`config.mk`:
```
export PLATFORM = sky130hd
export DESIGN_NAME = ps2_scancode_decoder
export DESIGN_NICKNAME = d
export VERILOG_FILES = /design/src/rtl/ps2_scancode_decoder.sv
export SDC_FILE = /design/constraint.sdc
export NUM_CORES = 1
export LEC_CHECK = 0
export CORE_ASPECT_RATIO = 1.2
export CORE_UTILIZATION = 35
export CTS_BUF_LIST = sky130_fd_sc_hd__clkbuf_16
export CTS_CLUSTER_SIZE = 24
export DETAILED_ROUTE_END_ITERATION = 6
export SKIP_LAST_GASP = 1
export SYNTH_ARGS = -nofsm -noshare
export SYNTH_HDL_FRONTEND = slang
export SYNTH_SLANG_ARGS = --single-unit
```
`constraint.sdc`:
```
create_clock -name clk -period 2.9 [get_ports clk]
set_clock_uncertainty 0.15 [all_clocks]
set_input_delay 0.58 -clock clk [delete_from_list [all_inputs] [get_ports clk]]
set_output_delay 0.58 -clock clk [all_outputs]
set_load 0.02 [all_outputs]
```
`src/rtl/ps2_scancode_decoder.sv`:
```
// ps2_scancode_decoder: turns PS/2 Set-2 scan-code bytes into one key event per key action.
// Latency: 3 cycles from receiver ready to ev_valid for a final byte; one byte fetched per 3 cycles.
// Backpressure: fetching stops while an event waits in EMIT, so ev_ready low stalls the receiver FIFO.
//
// Ports:
//   clk, clrn                 clock, asynchronous active-low reset
//   ps2_data/ps2_ready        head byte and non-empty flag of the receiver FIFO
//   ps2_nextdata_n            one-cycle active-low pop strobe back to the receiver
//   ev_valid/ev_ready         event handshake; ev_code/ev_ext/ev_break/ev_mods are the event
//   err_cnt                   saturating count of malformed bytes
// Optional: define TYPEMATIC_FILTER_EN to drop auto-repeat makes of the key currently held.
module ps2_scancode_decoder #(
    parameter int ERR_W      = 8,
    parameter int PAUSE_SKIP = 7
) (
    input  logic             clk,
    input  logic             clrn,
    input  logic [7:0]       ps2_data,
    input  logic             ps2_ready,
    output logic             ps2_nextdata_n,
    output logic             ev_valid,
    input  logic             ev_ready,
    output logic [7:0]       ev_code,
    output logic             ev_ext,
    output logic             ev_break,
    output logic [3:0]       ev_mods,
    output logic [ERR_W-1:0] err_cnt
);
    localparam int SKIP_W = (PAUSE_SKIP < 1) ? 1 : $clog2(PAUSE_SKIP + 1);

    typedef enum logic [1:0] {IDLE, POP, DECODE, EMIT} state_t;

    state_t            r_state;
    logic [7:0]        r_byte;
    logic              r_ext_pend;
    logic              r_brk_pend;
    logic [SKIP_W-1:0] r_skip;
    logic              r_shl, r_shr, r_ctl_l, r_ctl_r, r_alt_l, r_alt_r, r_caps;
    logic              r_pop_n;
    logic              r_ev_valid;
    logic [7:0]        r_ev_code;
    logic              r_ev_ext;
    logic              r_ev_break;
    logic [3:0]        r_ev_mods;
    logic [ERR_W-1:0]  r_err_cnt;

    state_t            w_state_nxt;
    logic              w_load_byte;
    logic              w_emit;
    logic              w_err;
    logic              w_clr_pfx;
    logic              w_set_ext;
    logic              w_set_brk;
    logic [SKIP_W-1:0] w_skip_nxt;
    logic              w_repeat;
    logic              w_make;
    logic              w_shl, w_shr, w_ctl_l, w_ctl_r, w_alt_l, w_alt_r, w_caps;

    assign w_make = ~r_brk_pend;

`ifdef TYPEMATIC_FILTER_EN
    logic [8:0] r_held_key;
    logic       r_held_vld;
    // Auto-repeat: a make of the key that is still held down.
    assign w_repeat = w_make && r_held_vld && (r_held_key == {r_ext_pend, r_byte});
`else
    assign w_repeat = 1'b0;
`endif

    // Next state and byte classification.
    always_comb begin
        w_state_nxt = r_state;
        w_load_byte = 1'b0;
        w_emit      = 1'b0;
        w_err       = 1'b0;
        w_clr_pfx   = 1'b0;
        w_set_ext   = 1'b0;
        w_set_brk   = 1'b0;
        w_skip_nxt  = r_skip;
        case (r_state)
            IDLE: begin
                if (ps2_ready) begin
                    w_load_byte = 1'b1;
                    w_state_nxt = POP;
                end
            end
            POP:  w_state_nxt = DECODE;
            DECODE: begin
                w_state_nxt = IDLE;
                if (r_skip != '0) begin
                    // Inside a Pause/Break sequence: swallow the byte whatever it is.
                    w_skip_nxt = r_skip - 1'b1;
                end else if (r_byte == 8'hE1) begin
                    w_skip_nxt = SKIP_W'(PAUSE_SKIP);
                    w_clr_pfx  = 1'b1;
                end else if (r_byte == 8'hE0) begin
                    w_set_ext = 1'b1;
                    w_err     = r_ext_pend | r_brk_pend;
                end else if (r_byte == 8'hF0) begin
                    w_set_brk = 1'b1;
                    w_err     = r_brk_pend;
                end else if ((r_byte == 8'h00) || (r_byte == 8'hFF)) begin
                    w_clr_pfx = 1'b1;
                    w_err     = 1'b1;
                end else if ((r_byte == 8'hAA) || (r_byte == 8'hFA)) begin
                    w_clr_pfx = 1'b1;
                end else begin
                    w_clr_pfx = 1'b1;
                    if (!w_repeat) begin
                        w_emit      = 1'b1;
                        w_state_nxt = EMIT;
                    end
                end
            end
            EMIT: begin
                if (ev_ready) w_state_nxt = IDLE;
            end
            default: w_state_nxt = IDLE;
        endcase
    end

    // Modifier state as it will be after the current byte, applied only when an event is emitted.
    always_comb begin
        w_shl   = r_shl;
        w_shr   = r_shr;
        w_ctl_l = r_ctl_l;
        w_ctl_r = r_ctl_r;
        w_alt_l = r_alt_l;
        w_alt_r = r_alt_r;
        w_caps  = r_caps;
        if (r_byte == 8'h12 && !r_ext_pend) w_shl = w_make;
        if (r_byte == 8'h59 && !r_ext_pend) w_shr = w_make;
        if (r_byte == 8'h14 && !r_ext_pend) w_ctl_l = w_make;
        if (r_byte == 8'h14 &&  r_ext_pend) w_ctl_r = w_make;
        if (r_byte == 8'h11 && !r_ext_pend) w_alt_l = w_make;
        if (r_byte == 8'h11 &&  r_ext_pend) w_alt_r = w_make;
        if (r_byte == 8'h58 && !r_ext_pend && w_make) w_caps = ~r_caps;
    end

    always_ff @(posedge clk or negedge clrn) begin
        if (!clrn) begin
            r_state    <= IDLE;
            r_byte     <= 8'h00;
            r_ext_pend <= 1'b0;
            r_brk_pend <= 1'b0;
            r_skip     <= '0;
            r_shl      <= 1'b0;
            r_shr      <= 1'b0;
            r_ctl_l    <= 1'b0;
            r_ctl_r    <= 1'b0;
            r_alt_l    <= 1'b0;
            r_alt_r    <= 1'b0;
            r_caps     <= 1'b0;
            r_pop_n    <= 1'b1;
            r_ev_valid <= 1'b0;
            r_ev_code  <= 8'h00;
            r_ev_ext   <= 1'b0;
            r_ev_break <= 1'b0;
            r_ev_mods  <= 4'h0;
            r_err_cnt  <= '0;
        end else begin
            r_state    <= w_state_nxt;
            // Strobe and valid are registered copies of the next state so they never glitch.
            r_pop_n    <= (w_state_nxt != POP);
            r_ev_valid <= (w_state_nxt == EMIT);
            r_skip     <= w_skip_nxt;
            if (w_load_byte) r_byte <= ps2_data;
            if (w_clr_pfx) begin
                r_ext_pend <= 1'b0;
                r_brk_pend <= 1'b0;
            end else begin
                if (w_set_ext) r_ext_pend <= 1'b1;
                if (w_set_brk) r_brk_pend <= 1'b1;
            end
            if (w_err && (r_err_cnt != {ERR_W{1'b1}})) r_err_cnt <= r_err_cnt + 1'b1;
            if (w_emit) begin
                r_shl      <= w_shl;
                r_shr      <= w_shr;
                r_ctl_l    <= w_ctl_l;
                r_ctl_r    <= w_ctl_r;
                r_alt_l    <= w_alt_l;
                r_alt_r    <= w_alt_r;
                r_caps     <= w_caps;
                r_ev_code  <= r_byte;
                r_ev_ext   <= r_ext_pend;
                r_ev_break <= r_brk_pend;
                r_ev_mods  <= {w_caps, w_alt_l | w_alt_r, w_ctl_l | w_ctl_r, w_shl | w_shr};
            end
        end
    end

`ifdef TYPEMATIC_FILTER_EN
    always_ff @(posedge clk or negedge clrn) begin
        if (!clrn) begin
            r_held_key <= 9'h000;
            r_held_vld <= 1'b0;
        end else if (w_emit) begin
            if (w_make) begin
                r_held_key <= {r_ext_pend, r_byte};
                r_held_vld <= 1'b1;
            end else if (r_held_key == {r_ext_pend, r_byte}) begin
                r_held_vld <= 1'b0;
            end
        end
    end
`endif

    assign ps2_nextdata_n = r_pop_n;
    assign ev_valid       = r_ev_valid;
    assign ev_code        = r_ev_code;
    assign ev_ext         = r_ev_ext;
    assign ev_break       = r_ev_break;
    assign ev_mods        = r_ev_mods;
    assign err_cnt        = r_err_cnt;

endmodule

```
; Word-level counts from Yosys, hierarchy flattened
; Index checks and enable logic that the tools add are counted.
[totals]
output_inout_bits = 24
register_bits = 46
wordCells = 114
in_bits = 12
[classes]
n_reduce_logical = 19
mux = 51
n_eq_ne = 17
add_sub_neg = 2
bitwise_logic = 6
[op_table]
columns = cell, n
row1 = $eq A8 B8 Y1 const B, 6
row2 = $mux W1, 40
row3 = $eq A8 B5 Y1 const B, 3
row4 = $eq A8 B7 Y1 const B, 2
row5 = $mux W2, 8
row6 = $logic_and A1 B1 Y1, 9
row7 = $add A8 B1 Y8 const B, 1
row8 = $logic_not A8 Y1, 1
row9 = $ne A8 B8 Y1 const B, 1
row10 = $pmux W2 S4, 1
row11 = $eq A2 B2 Y1 const B, 3
row12 = $mux W3, 2
row13 = $reduce_bool A2 Y1, 3
row14 = $or A1 B1 Y1, 4
row15 = $reduce_bool A3 Y1, 1
row16 = $sub A3 B1 Y3 const B, 1
row17 = $eq A2 B1 Y1 const B, 1
row18 = $logic_not A2 Y1, 1
row19 = $logic_or A1 B1 Y1, 2
row20 = $ne A2 B1 Y1 const B, 1
row21 = $not A1 Y1, 2
row22 = $reduce_and A2 Y1, 1
row23 = $logic_not A1 Y1, 1

; Longest topological paths before layout
[logic_depth]
ltp_word = 10
mapped_depth = 7
depth_no_buf = 7

; Least setup slack after synthesis
; Ideal clock, no wire load.
[synth_timing]
kind = reg-to-reg
from = register r_byte[6]
to = register r_ev_mods[1] (netlist: ev_mods[1])
arrival_time_ps = 2171
setup_time_ps = 125
path_stages_with_launch = 7
path_buffers = 1
slack_ps = 454
period_less_slack_ps = 2446
required_time_ps = 2625
cell_sequence = dfrtp_1 buf_6 or4b_4 or4b_4 a2111oi_4 a21oi_1 mux2_4
[synth_between]
elab_chain_len = 9
word_cells_on_any_way = 22
cone_classes = eq/ne (7) / mux (9) / bitwise (1) / reduce/logical (5)
[synth_lines]
columns = element, line_no
row1 = from (decl), 34  ; logic [7:0] r_byte;
row2 = from (signal assigned), 167  ; if (w_load_byte) r_byte <= ps2_data;
row3 = $eq A8 B8 Y1, 105  ; end else if ((r_byte == 8'hAA) || (r_byte == 8'hFA)) begin
row4 = $logic_or A1 B1 Y1, 105
row5 = $mux W1, 105
row6 = $mux W1, 102  ; end else if ((r_byte == 8'h00) || (r_byte == 8'hFF)) begin
row7 = $mux W1, 99  ; end else if (r_byte == 8'hF0) begin
row8 = $mux W1, 96  ; end else if (r_byte == 8'hE0) begin
row9 = $mux W1, 93  ; end else if (r_byte == 8'hE1) begin
row10 = $mux W1, 90  ; if (r_skip != '0) begin
row11 = $mux W1, 80  ; case (r_state)
row12 = to (signal assigned), 187  ; r_ev_mods <= {w_caps, w_alt_l | w_alt_r, w_ctl_l | w_ctl_r, w_shl | w_shr};
row13 = to (decl), 44  ; logic [3:0] r_ev_mods;
; Several ways; a longest one is shown, not always the timed one.
; A chain may end at the register's enable or synchronous reset.

; Worst setup path after layout
; Same ends and word-level chain as after synthesis.

==> results.md <==
- RSZ-0062 raised after global routing: false
- Worst slack at placement: 0.371 ns
- Layout cell share with drive strength beyond 1: between 15 and 20%
- Startpoint type of the worst setup path: flip-flop
- Detailed-router iteration count before antenna repair: 4
- Nets: roughly 240
- Die area: around 0.0067 mm^2
- Initial DRC Count: 64
- Chip height: approximately 89 um
- Area of the multi-input gates: just under 0.001 mm^2
- Final hold slack: approximately 0.13 ns
- Crit path DAT: approximately 2.6 ns
- Count of cell types in the netlist: 48
- First-pass GRT wire length: between 7000 and 8000 um
- R2R Setup Slk: 0.36 ns
- Post-cts sizing count: 0
- Largest net degree at the start of global routing: 25
- Worst-Margin Slew: 0.592 ns
- Starting Density: a little over a third
- Flops & latches, synth: 45
- Final Hold Viols: 0
- Vias in the first global route: 1444
- Final WL: 4340 um
- CTS H-tree depth: 2
- Num CTS Buffers: 5
- Ant diodes: 0
- EDFF count, synth: 0
- Fillers: a little under 600
- Layout area overhead: 24.7%
- CORE AREA: between 0.006 and 0.007 mm^2
- Seq/Total Area, Yosys: 50.9%
- Syn Std Cell Area: between 0.002 and 0.0025 mm^2
- CTS tree: done
- Rel. slew slack: about three fifths
- Row Count: 31
- Fmax: 394 MHz
- Reg clk slew, reported paths: 0.06 ns
- Slew Limit Fails: 0
- Post-synthesis cell count: 188
- CP required: 2.91 ns
- Antenna viol nets, final: 0
- Synth top area cells: dfrtp_1 50%, mux2_2 12%, xor2_1 3.2%
- Share of the synthesized area in the top cell type: between 40% and 50%
- Ys flop type: dfrtp_1
- Setup TNS: 0 ns
- Skew-Pair Late Insertion Delay: about 0.28 ns
- Reg2reg end: ev_mods[1]
- Total Routing Usage GR: 14.1%
- Crit path time final: around 2.5 ns
- Clock buffer depth: 2
- Final setup viols: 0
- Ports: 36
- Max cap viols: 0
- Crit. End Element: flip-flop
- Detail Placement HPWL: between 3000 and 4000 um
- Via count: roughly 1500
- Critical Setup Path Class: reg -> reg
- Routed wire per std cell: roughly 14 um
- Worst VDD drop: 0.635 mV
- Number of synthesis warnings: 0
- CP Max Fanout: 9
- Post-CTS setup buffer count: 0
- Leading area contributor after synthesis: dfrtp_1
- Reg2reg start: r_byte[6]
- Leakage power: 1.20 nW
- GPL Wtd Cong: a little under 0.8
- Die width: 74.6 um
- Clk sinks: between 40 and 50
- Antenna violations before repair: 0
- Hold WC Path Type: in -> async
- Via density: about 5
- Gr ovfl total: 0
- Synthesized net count: 203
- Root Driver: clkbuf_16
- FFs w/ async S/R, synth: 100%
- Tcrit/Tclk final: 87.4%
- Mean Syn Cell Area: about 12 um^2
- Reg2reg path depth: 5
- Hold buffers post-CTS: 0
- Drt drc: 0
- Pwr dens: between 900 and 1000 mW/mm^2
- Status: finished clean
- Final Worst Setup Slack: about 0.36 ns
- Reg area: 0.00113 mm^2
- IO buf count: 35
-- placed cells by master (no fill, tap or decap), types with 5 or more instances in the layout --
cell type         n
nand2_1          13
nor4_1            6
o21ai_0           7
nand3_1           5
nor2_1            9
a21oi_1           5
clkdlybuf4s50_1  34
clkbuf_16         5
xor2_1            8
mux2_2           24
dfrtp_1          44
nor3_1            6
buf_4             6
inv_1             8
-- Yosys cell counts (2+ instances only) --
master and count:
o21ai_0 7, nor4_1 6, nand2_1 13, a21oi_1 5, clkbuf_1 2, nand2b_1 3
or4b_4 2, buf_4 2, a31oi_1 2, inv_1 6, ha_1 3, mux2_2 24
nor3_1 6, nand3_1 5, mux2i_1 2, dfrtp_1 44, xor2_1 8, and3_1 4
nor3b_1 4, or4b_2 2, o21bai_1 2, nand3b_1 2, nor2_1 9
-- critical path: stages (launching register included) --
cell and delay (ns):
dfrtp_1 0.47, or4b_4 0.57, or4b_4 0.57, a2111oi_4 0.33
a21oi_1 0.07, mux2_4 0.26
-- kinds of logic (layout without fill, tap and decap cells) --
| logic type | after synthesis | in the layout | synth area share (%) |
|---|---|---|---|
| and+or+nand+nor | 63 | 63 | 16.9 |
| xor gates and xnor gates | 9 | 9 | 3.56 |
| DFF | 45 | 45 | 50.9 |
| muxes | 27 | 27 | 13.8 |
| adders and majority gates | 3 | 3 | 1.69 |
| buffers and inverters | 15 | 55 | 4.69 |
| AOI/OAI and AO/OA | 26 | 26 | 8.47 |
-- report_power, final --
part | leakage [nW] | switching (W) | internal, W | total (W)
registers | 0.576 | 0.000256 | 0.000847 | 0.00110
clock network | 0.0738 | 0.000216 | 0.000310 | 0.000526
logic | 0.547 | 0.000431 | 0.000491 | 0.000923
total | 1.20 | 0.000903 | 0.00165 | 0.00255
-- cell type report --
class	instances	area share, %
Sequential cell	45	40.8
Multi-Input combinational cell	128	35.6
Timing Repair Buffer	41	14.1
Clock buffer	5	4.53
Tap cell	82	3.71
Inverter	6	0.815
Clock inverter	3	0.407
-- flip-flops by register name, indices dropped and copies added, names as in the netlist, 2 cells and up --
register	count
r_state	2
ev_code	8
r_skip	3
err_cnt	8
r_byte	8
ev_mods	3
-- through the flow --
step	cell area [um^2]	util (%)	power, W	instances
after floorplan	2220	-	0.00173	188
after global placement	2630	43.1	0.00204	302
after detailed placement	2630	43.1	0.00205	302
final	2760	45.4	0.00255	310
after CTS	2760	45.4	0.00258	310
after global routing	2760	45.4	0.00271	310
-- routing by layer --
| layer | global-route usage [%] | part of all wire [%] | vias to the layer above | wire length [um] |
|---|---|---|---|---|
| met3 | 2.48 | 2.1 | 6 | 93 |
| met5 | 0 | 0 | - | 0 |
| met2 | 22.0 | 48 | 23 | 2100 |
| met4 | 5.83 | 2.5 | 0 | 109 |
| met1 | 19.3 | 47 | 742 | 2040 |
| li1 | - | - | 755 | - |
-- worst max path at each step --
stage,start,end,cells after the start
floorplan,r_byte[6],ev_mods[1],6
global placement,r_byte[6],ev_mods[1],5
detailed placement,r_byte[6],ev_mods[1],5
CTS,r_byte[6],ev_mods[1],5
global route,r_byte[6],ev_mods[1],5
finish,r_byte[6],ev_mods[1],5
No activity file was read; power rests on OpenSTA's default activity.
